`config.mk`:
```
export PLATFORM = sky130hd
export DESIGN_NAME = pll_ctrl_multi_flat
export DESIGN_NICKNAME = d
export VERILOG_FILES = /design/src/rtl/pll_ctrl_multi_pkg.sv /design/src/rtl/pll_ctrl_multi_if.sv /design/src/rtl/pll_ctrl_multi_channel_fsm.sv /design/src/rtl/pll_ctrl_multi.sv /design/src/flat_wrapper.sv
export SDC_FILE = /design/constraint.sdc
export NUM_CORES = 1
export LEC_CHECK = 0
export CORE_MARGIN = 2
export CORE_UTILIZATION = 42
export DETAILED_ROUTE_END_ITERATION = 7
export GPL_ROUTABILITY_DRIVEN = 0
export HOLD_SLACK_MARGIN = 0.06
export PLACE_DENSITY = 0.68
export SLEW_MARGIN = 20
export SYNTH_ARGS = -nofsm -noshare
export SYNTH_HDL_FRONTEND = slang
export SYNTH_SLANG_ARGS = --single-unit
```
`constraint.sdc`:
```
create_clock -name i_clk_ahb -period 3.7 [get_ports i_clk_ahb]
set_input_delay 0.37 -clock i_clk_ahb [delete_from_list [all_inputs] [get_ports i_clk_ahb]]
set_output_delay 0.37 -clock i_clk_ahb [all_outputs]
set_load 0.02 [all_outputs]
```
`src/rtl/pll_ctrl_multi_pkg.sv`:
```
// pll_ctrl_multi_pkg: shared state encoding, register offsets and bit positions for the PLL controller.
package pll_ctrl_multi_pkg;
  typedef logic [2:0] pll_state_t;
  localparam pll_state_t ST_IDLE  = 3'd0;
  localparam pll_state_t ST_RESET = 3'd1;
  localparam pll_state_t ST_WAIT  = 3'd2;
  localparam pll_state_t ST_RUN   = 3'd3;
  localparam pll_state_t ST_FAULT = 3'd4;
  localparam logic [1:0] OFF_CTRL    = 2'd0;
  localparam logic [1:0] OFF_CFG     = 2'd1;
  localparam logic [1:0] OFF_STATUS  = 2'd2;
  localparam logic [1:0] OFF_TIMEOUT = 2'd3;
  localparam int CTRL_EN    = 0;
  localparam int CTRL_BYP   = 1;
  localparam int CTRL_APPLY = 2;
  localparam int STAT_ERR   = 1;
  localparam int STAT_TMO   = 2;
  localparam logic [15:0] CFG_RST = 16'h0101;
endpackage

```
`src/rtl/pll_ctrl_multi_if.sv`:
```
// pll_ctrl_multi_if: zero-wait-state register bus between fabric and the PLL controller.
interface pll_ctrl_multi_if;
  logic [31:0] address;
  logic [31:0] wr_data;
  logic [31:0] rd_data;
  logic rd0_wr1;
  logic valid;
  logic rd_valid;
  logic ready;
  modport master(output address, wr_data, rd0_wr1, valid, input rd_data, rd_valid, ready);
  modport slave(input address, wr_data, rd0_wr1, valid, output rd_data, rd_valid, ready);
endinterface

```
`src/rtl/pll_ctrl_multi_channel_fsm.sv`:
```
// pll_channel_fsm: one PLL channel - input sync, reset/lock/timeout sequencing, active DIV/MUL.
module pll_channel_fsm
  import pll_ctrl_multi_pkg::*;
#(
  parameter int TO_W       = 16,
  parameter int RST_CYCLES = 8
) (
  input  logic            clk,
  input  logic            rst,
  input  logic            en_i,
  input  logic            byp_i,
  input  logic            apply_i,
  input  logic [15:0]     cfg_i,
  input  logic [TO_W-1:0] timeout_i,
  input  logic            pll_locked_i,
  input  logic            pll_error_i,
  output logic            enable_o,
  output logic            reset_o,
  output logic            sel_o,
  output logic [7:0]      div_o,
  output logic [7:0]      mul_o,
  output logic            locked_o,
  output pll_state_t      state_o,
  output logic            set_err_o,
  output logic            set_tmo_o
);
  localparam int RC_W = RST_CYCLES > 1 ? $clog2(RST_CYCLES) : 1;
  logic [1:0] lk_q, er_q;
  logic lk_s, er_s, load;
  pll_state_t state_q, state_d;
  logic [RC_W-1:0] rc_q, rc_d;
  logic [TO_W-1:0] to_q, to_d, to_nx;
  logic [15:0] act_q, act_d;
  logic enable_q, reset_q, sel_q, set_err_q, set_err_d, set_tmo_q, set_tmo_d;
  assign lk_s = lk_q[1];
  assign er_s = er_q[1];
  assign to_nx = to_q + 1'b1;
  assign rc_d = (state_q == ST_RESET) ? rc_q + 1'b1 : '0;
  assign to_d = (state_q == ST_WAIT) ? to_nx : '0;
  assign act_d = load ? cfg_i : act_q;
  always_comb begin
    state_d = state_q;
    load = 1'b0;
    set_err_d = 1'b0;
    set_tmo_d = 1'b0;
    if (!en_i || byp_i) state_d = ST_IDLE;
    else case (state_q)
      ST_IDLE: begin
        state_d = ST_RESET;
        load = 1'b1;
      end
      ST_RESET: state_d = (rc_q == RC_W'(RST_CYCLES - 1)) ? ST_WAIT : ST_RESET;
      ST_WAIT: begin
        set_err_d = er_s;
        set_tmo_d = !er_s && !lk_s && timeout_i != '0 && to_nx == timeout_i;
        state_d = (set_err_d || set_tmo_d) ? ST_FAULT : lk_s ? ST_RUN : ST_WAIT;
      end
      ST_RUN: begin
        set_err_d = er_s;
        set_tmo_d = !er_s && !lk_s;
        load = !set_err_d && !set_tmo_d && apply_i;
        state_d = (set_err_d || set_tmo_d) ? ST_FAULT : load ? ST_RESET : ST_RUN;
      end
      ST_FAULT: begin
        load = apply_i;
        state_d = apply_i ? ST_RESET : ST_FAULT;
      end
      default: state_d = ST_IDLE;
    endcase
  end
  always_ff @(posedge clk) begin
    if (rst) begin
      lk_q <= '0;
      er_q <= '0;
      state_q <= ST_IDLE;
      rc_q <= '0;
      to_q <= '0;
      act_q <= CFG_RST;
      enable_q <= 1'b0;
      reset_q <= 1'b1;
      sel_q <= 1'b0;
      set_err_q <= 1'b0;
      set_tmo_q <= 1'b0;
    end else begin
      lk_q <= {lk_q[0], pll_locked_i};
      er_q <= {er_q[0], pll_error_i};
      state_q <= state_d;
      rc_q <= rc_d;
      to_q <= to_d;
      act_q <= act_d;
      enable_q <= state_d != ST_IDLE;
      reset_q <= state_d != ST_WAIT && state_d != ST_RUN;
      sel_q <= state_d == ST_RUN;
      set_err_q <= set_err_d;
      set_tmo_q <= set_tmo_d;
    end
  end
  assign enable_o = enable_q;
  assign reset_o = reset_q;
  assign sel_o = sel_q;
  assign div_o = act_q[7:0];
  assign mul_o = act_q[15:8];
  assign locked_o = lk_s;
  assign state_o = state_q;
  assign set_err_o = set_err_q;
  assign set_tmo_o = set_tmo_q;
endmodule

```
`src/rtl/pll_ctrl_multi.sv`:
```
// pll_ctrl_multi: register file, address decode and read mux over N_PLL channel FSMs.
module pll_ctrl_multi
  import pll_ctrl_multi_pkg::*;
#(
  parameter int              N_PLL       = 2,
  parameter int              TO_W        = 16,
  parameter int              RST_CYCLES  = 8,
  parameter logic [TO_W-1:0] DEF_TIMEOUT = TO_W'(16'h0400)
) (
  input  logic                 i_clk_ahb,
  input  logic                 i_rst,
  pll_ctrl_multi_if.slave      bus,
  input  logic [N_PLL-1:0]     i_pll_locked,
  input  logic [N_PLL-1:0]     i_pll_error,
  output logic [N_PLL-1:0]     o_pll_enable,
  output logic [N_PLL-1:0]     o_pll_bypass,
  output logic [N_PLL-1:0]     o_pll_reset,
  output logic [8*N_PLL-1:0]   o_pll_div,
  output logic [8*N_PLL-1:0]   o_pll_mul,
  output logic [N_PLL-1:0]     o_soc_clk_select
);
  logic [3:0] ch;
  logic [1:0] off;
  logic wr, rd, rd_valid_q, unused;
  logic [31:0] rd_mux, rd_data_q;
  logic [31:0] rd_word [N_PLL];
  assign ch = bus.address[7:4];
  assign off = bus.address[3:2];
  assign wr = bus.valid && bus.rd0_wr1;
  assign rd = bus.valid && !bus.rd0_wr1;
  assign unused = ^{bus.address, bus.wr_data};
  genvar k;
  for (k = 0; k < N_PLL; k++) begin : g_ch
    logic hit, en_q, byp_q, apply_q, err_q, tmo_q, lk, set_err, set_tmo;
    logic [15:0] cfg_q;
    logic [TO_W-1:0] to_q;
    pll_state_t st;
    assign hit = wr && ch == 4'(k);
    always_ff @(posedge i_clk_ahb) begin
      if (i_rst) begin
        en_q <= 1'b0;
        byp_q <= 1'b0;
        apply_q <= 1'b0;
        err_q <= 1'b0;
        tmo_q <= 1'b0;
        cfg_q <= CFG_RST;
        to_q <= DEF_TIMEOUT;
      end else begin
        apply_q <= hit && off == OFF_CTRL && bus.wr_data[CTRL_APPLY];
        if (hit && off == OFF_CTRL) begin
          en_q <= bus.wr_data[CTRL_EN];
          byp_q <= bus.wr_data[CTRL_BYP];
        end
        if (hit && off == OFF_CFG) cfg_q <= bus.wr_data[15:0];
        if (hit && off == OFF_TIMEOUT) to_q <= bus.wr_data[TO_W-1:0];
        // a fault flagged in the same cycle as its W1C must survive
        err_q <= set_err || (err_q && !(hit && off == OFF_STATUS && bus.wr_data[STAT_ERR]));
        tmo_q <= set_tmo || (tmo_q && !(hit && off == OFF_STATUS && bus.wr_data[STAT_TMO]));
      end
    end
    assign rd_word[k] = off == OFF_CTRL   ? {30'd0, byp_q, en_q} :
                        off == OFF_CFG    ? {16'd0, cfg_q} :
                        off == OFF_STATUS ? {26'd0, st, tmo_q, err_q, lk} : 32'(to_q);
    assign o_pll_bypass[k] = byp_q;
    pll_channel_fsm #(.TO_W(TO_W), .RST_CYCLES(RST_CYCLES)) u_fsm (
      .clk(i_clk_ahb),
      .rst(i_rst),
      .en_i(en_q),
      .byp_i(byp_q),
      .apply_i(apply_q),
      .cfg_i(cfg_q),
      .timeout_i(to_q),
      .pll_locked_i(i_pll_locked[k]),
      .pll_error_i(i_pll_error[k]),
      .enable_o(o_pll_enable[k]),
      .reset_o(o_pll_reset[k]),
      .sel_o(o_soc_clk_select[k]),
      .div_o(o_pll_div[8*k +: 8]),
      .mul_o(o_pll_mul[8*k +: 8]),
      .locked_o(lk),
      .state_o(st),
      .set_err_o(set_err),
      .set_tmo_o(set_tmo)
    );
  end
  always_comb begin
    rd_mux = '0;
    for (int i = 0; i < N_PLL; i++) if (ch == 4'(i)) rd_mux = rd_word[i];
  end
  always_ff @(posedge i_clk_ahb) begin
    if (i_rst) begin
      rd_valid_q <= 1'b0;
      rd_data_q <= '0;
    end else begin
      rd_valid_q <= rd;
      rd_data_q <= rd ? rd_mux : '0;
    end
  end
  assign bus.rd_data = rd_data_q;
  assign bus.rd_valid = rd_valid_q;
  assign bus.ready = 1'b1;
endmodule

```
`src/flat_wrapper.sv`:
```
// flat-port wrapper written by rule: the top's interface ports become plain ports
module pll_ctrl_multi_flat import pll_ctrl_multi_pkg::*;
#(
  parameter int              N_PLL       = 2,
  parameter int              TO_W        = 16,
  parameter int              RST_CYCLES  = 8,
  parameter logic [TO_W-1:0] DEF_TIMEOUT = TO_W'(16'h0400)
)
  (i_clk_ahb, i_rst, i_pll_locked, i_pll_error, o_pll_enable, o_pll_bypass, o_pll_reset, o_pll_div, o_pll_mul, o_soc_clk_select, bus_address, bus_wr_data, bus_rd0_wr1, bus_valid, bus_rd_data, bus_rd_valid, bus_ready);
  pll_ctrl_multi_if bus_i ();
  input  logic i_clk_ahb;
  input  logic i_rst;
  input  logic [N_PLL-1:0] i_pll_locked;
  input  logic [N_PLL-1:0] i_pll_error;
  output logic [N_PLL-1:0] o_pll_enable;
  output logic [N_PLL-1:0] o_pll_bypass;
  output logic [N_PLL-1:0] o_pll_reset;
  output logic [8*N_PLL-1:0] o_pll_div;
  output logic [8*N_PLL-1:0] o_pll_mul;
  output logic [N_PLL-1:0] o_soc_clk_select;
  input wire logic [$bits(bus_i.address)-1:0] bus_address;
  input wire logic [$bits(bus_i.wr_data)-1:0] bus_wr_data;
  input wire logic [$bits(bus_i.rd0_wr1)-1:0] bus_rd0_wr1;
  input wire logic [$bits(bus_i.valid)-1:0] bus_valid;
  output wire logic [$bits(bus_i.rd_data)-1:0] bus_rd_data;
  output wire logic [$bits(bus_i.rd_valid)-1:0] bus_rd_valid;
  output wire logic [$bits(bus_i.ready)-1:0] bus_ready;
  assign bus_i.address = bus_address;
  assign bus_i.wr_data = bus_wr_data;
  assign bus_i.rd0_wr1 = bus_rd0_wr1;
  assign bus_i.valid = bus_valid;
  assign bus_rd_data = bus_i.rd_data;
  assign bus_rd_valid = bus_i.rd_valid;
  assign bus_ready = bus_i.ready;
  pll_ctrl_multi #(.N_PLL(N_PLL), .TO_W(TO_W), .RST_CYCLES(RST_CYCLES), .DEF_TIMEOUT(DEF_TIMEOUT)) u_core (.i_clk_ahb(i_clk_ahb), .i_rst(i_rst), .bus(bus_i), .i_pll_locked(i_pll_locked), .i_pll_error(i_pll_error), .o_pll_enable(o_pll_enable), .o_pll_bypass(o_pll_bypass), .o_pll_reset(o_pll_reset), .o_pll_div(o_pll_div), .o_pll_mul(o_pll_mul), .o_soc_clk_select(o_soc_clk_select));
endmodule
```
After elaboration in Yosys (flattened, before gate mapping)
Cells that the tools add are included.
{"block": "totals", "elab_cells": 177, "in_bits": 72, "output_inout_bits": 74, "register_bits": 201}
{"block": "classes", "n_reduce_logical": 76, "eq_ne": 22, "addsub": 4, "muxes": 30, "n_bitwise": 7}
{"cell": "2-to-1 mux 32 bit", "count": 6}
{"cell": "logical AND 1 bit", "count": 34}
{"cell": "adder 16 x 1 -> 16 bit (second input constant)", "count": 2}
{"cell": "equality test 16 bit", "count": 2}
{"cell": "2-to-1 mux 16 bit", "count": 2}
{"cell": "nonzero test 16 bit", "count": 2}
{"cell": "case mux 3 bit (5 select lines)", "count": 2}
{"cell": "2-to-1 mux 3 bit", "count": 8}
{"cell": "equality test 3 x 2 -> 1 bit (second input constant)", "count": 6}
{"cell": "OR reduction 2 bit", "count": 9}
{"cell": "zero test 1 bit", "count": 13}
{"cell": "equality test 3 bit (second input constant)", "count": 4}
{"cell": "inequality test 3 x 2 -> 1 bit (second input constant)", "count": 4}
{"cell": "logical OR 1 bit", "count": 10}
{"cell": "2-to-1 mux 2 bit", "count": 4}
{"cell": "NOT 1 bit", "count": 7}
{"cell": "adder 3 x 1 -> 3 bit (second input constant)", "count": 2}
{"cell": "equality test 3 x 1 -> 1 bit (second input constant)", "count": 2}
{"cell": "zero test 3 bit", "count": 2}
{"cell": "case mux 1 bit (3 select lines)", "count": 2}
{"cell": "nonzero test 3 bit", "count": 2}
{"cell": "OR reduction 3 bit", "count": 2}
{"cell": "equality test 2 bit (second input constant)", "count": 2}
{"cell": "equality test 4 x 1 -> 1 bit (second input constant)", "count": 1}
{"cell": "other kinds (5)", "count": 9}

Logic depth before layout (Yosys ltp)
Gate-level depths: netlist (run 1).
{"block": "logic_depth", "depth_word": 11, "mapped_depth": 9, "ltp_nobuf": 8}

Modules after synthesis
From an unflattened synthesis (run 1), not the netlist that was laid out.
{"block": "hier_totals", "hier_cells": 979, "area_unflattened_um2": 8991.1}
{"module": "pll_channel_fsm", "cells_per_inst": 254, "seq_area_each_um2": 940.9, "instances": 2, "area_per_inst_um2": 2361.0}
{"module": "pll_ctrl_multi", "cells_per_inst": 471, "seq_area_each_um2": 1821.7, "instances": 1, "area_per_inst_um2": 4269.1}

Worst setup path before layout (run 1)
Ideal clock, no wire load.
{"block": "synth_path", "kind": "register to register", "startpoint": "register u_core.g_ch[0].u_fsm.to_q[0]", "endpoint": "register u_core.g_ch[0].u_fsm.state_q[2]", "synth_period_minus_slack_ns": 2.259, "n_path_buf": 0, "path_stages_with_launch": 9, "slack_ns": 1.441, "setup_ns": 0.067, "t_required_ns": 3.633, "t_arrival_ns": 2.192, "path_cell_list": "dfxtp_1 > ha_1 > nand4_1 > nor3_1 > xnor2_1 > xnor2_1 > or4_4 > or2_1 > a21oi_2"}
{"block": "synth_via", "elab_chain_len": 7}
{"item": "start: declaration", "line_no": "pll_ctrl_multi_channel_fsm.sv:32", "text": "logic [TO_W-1:0] to_q, to_d, to_nx;"}
{"item": "start signal: assignment", "line_no": "pll_ctrl_multi_channel_fsm.sv:89", "text": "to_q <= to_d;"}
{"item": "adder 16 x 1 -> 16 bit", "line_no": "pll_ctrl_multi_channel_fsm.sv:37", "text": "assign to_nx = to_q + 1'b1;"}
{"item": "equality test 16 bit", "line_no": "pll_ctrl_multi_channel_fsm.sv:55", "text": "set_tmo_d = !er_s && !lk_s && timeout_i != '0 && to_nx == timeout_i;"}
{"item": "logical AND 1 bit", "line_no": "pll_ctrl_multi_channel_fsm.sv:55"}
{"item": "logical OR 1 bit", "line_no": "pll_ctrl_multi_channel_fsm.sv:56", "text": "state_d = (set_err_d || set_tmo_d) ? ST_FAULT : lk_s ? ST_RUN : ST_WAIT;"}
{"item": "2-to-1 mux 3 bit", "line_no": "pll_ctrl_multi_channel_fsm.sv:56"}
{"item": "case mux 3 bit (5 select lines)", "line_no": "pll_ctrl_multi_channel_fsm.sv:47", "text": "else case (state_q)"}
{"item": "2-to-1 mux 3 bit", "line_no": "pll_ctrl_multi_channel_fsm.sv:46", "text": "if (!en_i || byp_i) state_d = ST_IDLE;"}
{"item": "end signal: assignment", "line_no": "pll_ctrl_multi_channel_fsm.sv:87", "text": "state_q <= state_d;"}
{"item": "end: declaration", "line_no": "pll_ctrl_multi_channel_fsm.sv:30", "text": "pll_state_t state_q, state_d;"}
No other way between the ends.
A chain may end at the register's enable or synchronous reset.

Worst setup path in the final report (run 1)
Same ends and word-level chain as after synthesis.

==> results of run 1 <==
## cell usage in the layout (no fill, tap or decap), types with 10 or more instances in the layout
cell type / netlist / final
sky130_fd_sc_hd__o21ai_0: 11 / 11
sky130_fd_sc_hd__xnor2_1: 31 / 31
sky130_fd_sc_hd__mux2i_1: 65 / 65
sky130_fd_sc_hd__nand2b_1: 18 / 18
sky130_fd_sc_hd__nor3_1: 19 / 19
sky130_fd_sc_hd__nand3_1: 25 / 25
sky130_fd_sc_hd__clkdlybuf4s50_1: 0 / 84
sky130_fd_sc_hd__clkbuf_16: 0 / 17
sky130_fd_sc_hd__nor2b_1: 25 / 25
sky130_fd_sc_hd__buf_4: 25 / 12
sky130_fd_sc_hd__dfxtp_1: 185 / 185
sky130_fd_sc_hd__xor2_1: 18 / 18
sky130_fd_sc_hd__nand2_1: 151 / 151
sky130_fd_sc_hd__o22a_1: 10 / 10
sky130_fd_sc_hd__nor4_1: 17 / 17
sky130_fd_sc_hd__conb_1: 2 / 17
sky130_fd_sc_hd__nand4_1: 13 / 13
sky130_fd_sc_hd__a21oi_1: 84 / 84
sky130_fd_sc_hd__nor2_1: 107 / 105
sky130_fd_sc_hd__inv_1: 10 / 10
## flip-flops by register name, summed over array words and instances, names as in the netlist, 4 cells and up
signal / count
u_core.g_ch.u_fsm.state_o: 6
u_core.g_ch.cfg_q: 32
u_core.g_ch.u_fsm.er_q: 4
u_core.g_ch.u_fsm.to_q: 32
u_core.g_ch.u_fsm.act_q: 32
u_core.g_ch.to_q: 32
u_core.bus.rd_data: 16
u_core.g_ch.u_fsm.rc_q: 6
u_core.g_ch.u_fsm.lk_q: 4
## metal layers
| layer | share of wire [%] | vias up | wire (um) | global-route usage [%] |
|---|---|---|---|---|
| li1 | - | 3456 | - | - |
| met1 | 49 | 3262 | 10600 | 28.8 |
| met2 | 43 | 228 | 9320 | 29.6 |
| met3 | 5.7 | 26 | 1220 | 3.79 |
| met4 | 1.6 | 0 | 350 | 6.37 |
| met5 | 0 | - | 0 | 0 |
## logic make-up after synthesis
logic type	share of synthesized area, %
AND/OR/NAND/NOR	25.7
flip-flops	43.8
AO/OA/AOI/OAI	10.8
XOR/XNOR	5.35
other	0.0889
buffers and inverters	4.87
multiplexers	8.23
adder cells (fa/ha/maj)	1.18
## report_power, final
part	switching (uW)	total (uW)	internal (uW)
sequential	6.08	2000	2000
clock	782	1920	1140
combinational	97.2	151	54.1
total	885	4070	3190
## area by class of cell
cell class / count / area (um2)
clock buffer: 22 / 484
clock inverter: 10 / 140
fill: 1861 / 9560
inverter: 10 / 37.5
multi-input combinational: 729 / 4390
sequential: 185 / 3700
tap: 265 / 332
timing repair buffer: 97 / 936
## final timing paths
kind,cells after the start,endpoint,slack [ns],from
max reg2reg,8,u_core.g_ch[0].u_fsm.state_o[2]$_SDFF_PP0_,1.06,u_core.g_ch[0].u_fsm.to_q[0]$_SDFF_PP0_
min,1,u_core.g_ch[0].u_fsm.rc_q[0]$_SDFF_PP0_,0.44,u_core.g_ch[0].u_fsm.rc_q[0]$_SDFF_PP0_
min reg2reg,1,u_core.g_ch[0].u_fsm.rc_q[0]$_SDFF_PP0_,0.44,u_core.g_ch[0].u_fsm.rc_q[0]$_SDFF_PP0_
max,8,u_core.g_ch[0].u_fsm.state_o[2]$_SDFF_PP0_,1.06,u_core.g_ch[0].u_fsm.to_q[0]$_SDFF_PP0_
## synth_stat cells (all sizes together) (9+ instances only)
library cell and number:
o22ai 9, nor2 107, dfxtp 185, xnor2 31, nor4 20, nand3 25
a21oi 85, or4 9, nand2 151, inv 10, nor2b 25, mux2i 65
nand2b 18, xor2 18, nand3b 9, o22a 10, nor3 19, buf 34
nand4 19, clkbuf 39, o21ai 14
## per-stage QoR
step | std cells | setup slack, ns | cell area, um2
after floorplan | 997 | 1.44 | 8500
after global placement | 1286 | 0.947 | 9400
after detailed placement | 1286 | 0.911 | 9400
after CTS | 1318 | 1.07 | 10000
after global routing | 1318 | 0.829 | 10000
final | 1318 | 1.06 | 10000
==> results.yml, run 1 <==
placed_design:
  post_detail_place_hpwl_mm: 15.1
  port_buffers: 86
setup_path:
  worst_path_most_repeated_cell: "sky130_fd_sc_hd__xnor2_1"
  cp-end-kind: "flip-flop"
  cp_num_buf_inv: 0
  crit_path_max_fanout: 7
  crit_chain: "ha_1 -> nand4_1 -> nor3_1 -> xnor2_1 -> xnor2_1 -> or4_4 -> or2_1 -> a21oi_2"
  crit_arrival_ns: 3.00
  critPathTopFamily: "simple AND/OR/NAND/NOR gates"
  cp_slowest_stage_delay_ns: 0.56
  crit_type: "reg2reg"
  cp_max_stage_cell: "sky130_fd_sc_hd__or4_4"
  timing.critical_path.from_type: "flip-flop"
  timing.critical_path.required_ns: 4.06
yosys:
  post_synth_inst_count: 982
  yosys-top-cells-area: "sky130_fd_sc_hd__dfxtp_1, sky130_fd_sc_hd__mux2i_1, sky130_fd_sc_hd__nand2_1, sky130_fd_sc_hd__a21oi_1, sky130_fd_sc_hd__nor2_1"
  synth_area_um2: 8450
  synth.largest_area_cell: "sky130_fd_sc_hd__dfxtp_1"
  synth-edff-count: 0
  synthesis.yosys.warnings: 0
  yosys_register_bits: 185
  synth_ff_type: "sky130_fd_sc_hd__dfxtp_1"
  synth_largest_type_area_fraction_pct: 43.8
  mapped_avg_cell_area_um2: 8.60
  yosysUniqueCellTypes: 59
  synthArstFlopShare_pct: 0
  synth_sequential_area_ratio_pct: 43.8
floorplanning:
  die_width_um: 146
  rows: 51
  floorplan.die.height_um: 146
  start_util_pct: 43.1
  die_area_um2: 21300
  design.portCount: 146
  core_region_area_um2: 19600
route:
  route.detailed.drc: 0
  routed_wire_length_per_instance_um: 16.3
  vias_per_cell: 5.29
  detail-route-antenna-nets: 0
  dr_total_vias: 6972
  drt_total_wl_mm: 21.4
  iteration_count_of_the_initial_detailed_routing_pass: 5
  initial_drc_count: 519
power:
  total_power_uw: 4070
  p_leak_uw: 0.00344
  irDropWorstVdd_mv: 0.294
  power-per-cell-area_nw_per_um2: 406
clock_network:
  cts_hold_repair.buffers: 0
  cts_resized: 0
  cts-root-to-sink-buffers: 2
  clock_edge_transition_at_the_registers_on_the_reported_setup_and_hold_paths_ns: 0.06
  clock_tree.htree_level_count: 4
  cts_inserted_buffers: 17
  ctsRootBufferMaster: "sky130_fd_sc_hd__clkbuf_16"
  clk_latency_ns: 0.43
  clkSinkCount: 185
  cts_tree: "done"
  post_cts_setup_buffer_count: 0
timing:
  fin_skew_ns: 0.00832
  setup_repair_after_global_routing_missed_its_margin: "no"
  worst_slew_margin_rel_pct: 51.1
  finalHoldViolCount: 0
  timing.final.crit_share_pct: 71.4
  timing.setup.tns_ns: 0
  slew_violations: 0
  setup_viol_count_final: 0
  finalCriticalPeriod_ns: 2.64
  max_clock_freq_ghz: 0.379
  worst_hold_slack_ns: 0.437
  slew_of_the_pin_with_the_lowest_slew_margin_ns: 0.733
grt:
  overflow: 0
  first_pass_grt_wire_length_mm: 34.0
  track_usage_pct: 19.8
  antenna_found_initial: 0
  grt_max_degree: 69
  first_global_vias: 6427
finish:
  layout_overhead_on_the_synthesized_area_pct: 18.7
  drive_above_1_share_pct: 6.55
  finalCoreUtilization_pct: 51.2
  finish.net_count: 1120
  antennaDiodeCount: 0
status:
  run_status: "complete, no violations"
flow_run:
  drv.max_cap_violation_count: 0
min_path:
  timing.hold.worst.class: "reg2reg"
Power figures use the tool's default switching activity.
==> run 2, diff against run 1 <==
PLACE_DENSITY = 0.7   (was 0.68)
clock period = 2.14 ns   (was 3.7 ns; I/O delays follow)
==> run 2 against run 1 <==
Against the previous run:
- the flow now finishes with violations (negative setup slack)
- die area did not move
- sequential share of layout area shrank 2.6 points
- power increased by 72%
- hold slack got worse by 0.24 ns
- sequential power up 73%
- wire length up 4.4%
- via count increased by 4.9%
- global-route usage increased by 1.0 points
- combinational power rose by 83%
- first-iteration DRC count decreased by 16%
- clock skew increased by 0.0023 ns
- non-clock buffer count up 74
- largest cell class unchanged
==> results.yml, run 2 (synthesis gave the netlist of run 1 again) <==
timing:
  worst_slew_margin_rel_pct: 57.4
  timing.final.crit_share_pct: 102
  timing.final.ws_setup_ns: -0.0467
  slew_violations: 0
  setup_viol_count_final: 3
  slew_of_the_pin_with_the_lowest_slew_margin_ns: 0.639
  max_clock_freq_ghz: 0.457
  finalCriticalPeriod_ns: 2.19
  setup_repair_after_global_routing_missed_its_margin: "yes"
  fin_skew_ns: 0.0106
  finalHoldViolCount: 0
finish:
  finish.net_count: 1194
  finalInstanceArea_um2: 10900
  drive_above_1_share_pct: 16.4
  layout_common_cells: "sky130_fd_sc_hd__dfxtp_1, sky130_fd_sc_hd__nand2_1, sky130_fd_sc_hd__nor2_1"
  fillerInstances: 1751
  final_common_cell: "sky130_fd_sc_hd__dfxtp_1"
  antennaDiodeCount: 0
  layout_overhead_on_the_synthesized_area_pct: 28.8
power:
  power-per-cell-area_nw_per_um2: 643
  irDropWorstVdd_mv: 0.533
  p_leak_uw: 0.00389
  power_report.internal_total_uw: 5450
  switchingPower_uw: 1540
  total_power_uw: 6990
  sw_frac_of_total_pct: 22.0
  pwr-share-comb_pct: 4.0
  clock_power_share_pct: 46.6
  power_frac_seq_pct: 49.4
setup_path:
  crit_path_max_fanout: 4
  timing.critical_path.required_ns: 2.47
  worst_path_most_repeated_cell: "sky130_fd_sc_hd__buf_4"
  cp_max_stage_cell: "sky130_fd_sc_hd__dfxtp_4"
  crit_chain: "nand4_4 -> buf_4 -> nor4_2 -> buf_4 -> buf_4 -> or3b_2 -> o2111ai_2 -> nor4_4 -> nand4_1 -> and3_1"
  crit_type: "reg2reg"
  cp_slowest_stage_delay_ns: 0.37
  timing.critical_path.from_type: "flip-flop"
  cp-end-kind: "flip-flop"
  ff2ff_setup_slack_ns: -0.05
  crit_arrival_ns: 2.52
clock_network:
  clock_tree.htree_level_count: 4
  clk_latency_ns: 0.44
  clkSinkCount: 185
  ctsRootBufferMaster: "sky130_fd_sc_hd__clkbuf_16"
  cts_tree: "done"
  cts-root-to-sink-buffers: 2
  clock_edge_transition_at_the_registers_on_the_reported_setup_and_hold_paths_ns: 0.07
  cts_inserted_buffers: 17
route:
  routed_wire_length_per_instance_um: 16.1
  vias_per_cell: 5.25
  drt_total_wl_mm: 22.4
  route.detailed.drc: 0
  detail-route-antenna-nets: 0
  initial_drc_count: 435
  dr_total_vias: 7314
  iteration_count_of_the_initial_detailed_routing_pass: 5
grt:
  first_global_vias: 6829
  track_usage_pct: 20.8
  overflow: 0
  antenna_found_initial: 0
  grt_max_degree: 87
  globalRouteMet3Util_pct: 3.17
  grt.met2_usage_pct: 32.5
  first_pass_grt_wire_length_mm: 35.5
  top_usage_layer: "met2"
  gr-usage-met1_pct: 29.5
floorplanning:
  core_region_area_um2: 19600
  floorplan.die.height_um: 146
  die_area_um2: 21300
  start_util_pct: 43.1
  design.portCount: 146
  die_width_um: 146
  rows: 51
placed_design:
  post_detail_place_hpwl_mm: 15.9
  dpl_cell_area_um2: 10000
  port_buffers: 86
status:
  violations: "negative setup slack"
  run_status: "finished with violations"
min_path:
  timing.hold.worst.class: "in2reg"
flow_run:
  drv.max_cap_violation_count: 0
[run 2: area by class of cell]
class / count / area (um2) / share of cell area (%)
Clock buffer: 21 / 460 / 4.23
Sequential cell: 185 / 3740 / 34.3
Tap cell: 265 / 332 / 3.05
Inverter: 10 / 37.5 / 0.345
Multi-Input combinational cell: 729 / 4600 / 42.2
Timing Repair Buffer: 171 / 1580 / 14.5
Clock inverter: 11 / 145 / 1.33
[run 2: routing by layer]
metal  vias up  part of all wire, %
met5         -                    0
met4         0                  1.8
met3        30                  5.5
met2       237                   44
met1      3442                   48
li1       3605                    -
[run 2: critical path, delay by kind of cell (launching register included)]
| kind | cells | cell delay [ns] |
|---|---|---|
| AND/OR/NAND/NOR | 6 | 1.11 |
| buffers and inverters | 3 | 0.45 |
| flip-flops | 1 | 0.37 |
| AO/OA/AOI/OAI | 1 | 0.15 |
[run 2: path summary, 6_finish.rpt]
path                                                 start                                      end  cells after the start
setup / recovery  u_core.g_ch[1].u_fsm.to_q[10]$_SDFF_PP0_    u_core.g_ch[1].u_fsm.sel_o$_SDFF_PP0_                     10
hold / removal                              bus_address[3]        u_core.g_ch[0].apply_q$_SDFF_PP0_                      2
setup reg to reg  u_core.g_ch[1].u_fsm.to_q[10]$_SDFF_PP0_    u_core.g_ch[1].u_fsm.sel_o$_SDFF_PP0_                     10
hold reg to reg    u_core.g_ch[1].u_fsm.rc_q[0]$_SDFF_PP0_  u_core.g_ch[1].u_fsm.rc_q[0]$_SDFF_PP0_                      1
[run 2: power groups by stage]
stage | sequential, uW | combinational, uW | clock [uW]
floorplan | 3540 | 166 | 0
global placement | 3540 | 273 | 0
detailed placement | 3540 | 272 | 0
CTS | 3460 | 274 | 3290
global route | 3460 | 294 | 3420
finish | 3460 | 277 | 3260
[run 2: repair_timing]
action,4_1_cts,5_1_grt
hold endpoints to repair,0,0
endpoints found under the setup margin,10,10
hold buffers,0,0
pin swaps,5,10
gates resized for setup,26,27
buffers inserted,0,5
[run 2: metrics by stage]
stage	utilization [%]	setup TNS [ns]	hold WS (ns)	setup slack, ns	instances
final	55.6	-0.137	0.199	-0.0467	1392
after global routing	55.6	-0.746	0.205	-0.143	1392
after CTS	54.8	-0.0857	0.190	-0.0405	1387
after detailed placement	51.1	-0.524	0.422	-0.128	1355
after global placement	51.1	-0.264	0.422	-0.0964	1355
after floorplan	-	-0.0119	0.319	-0.0119	997
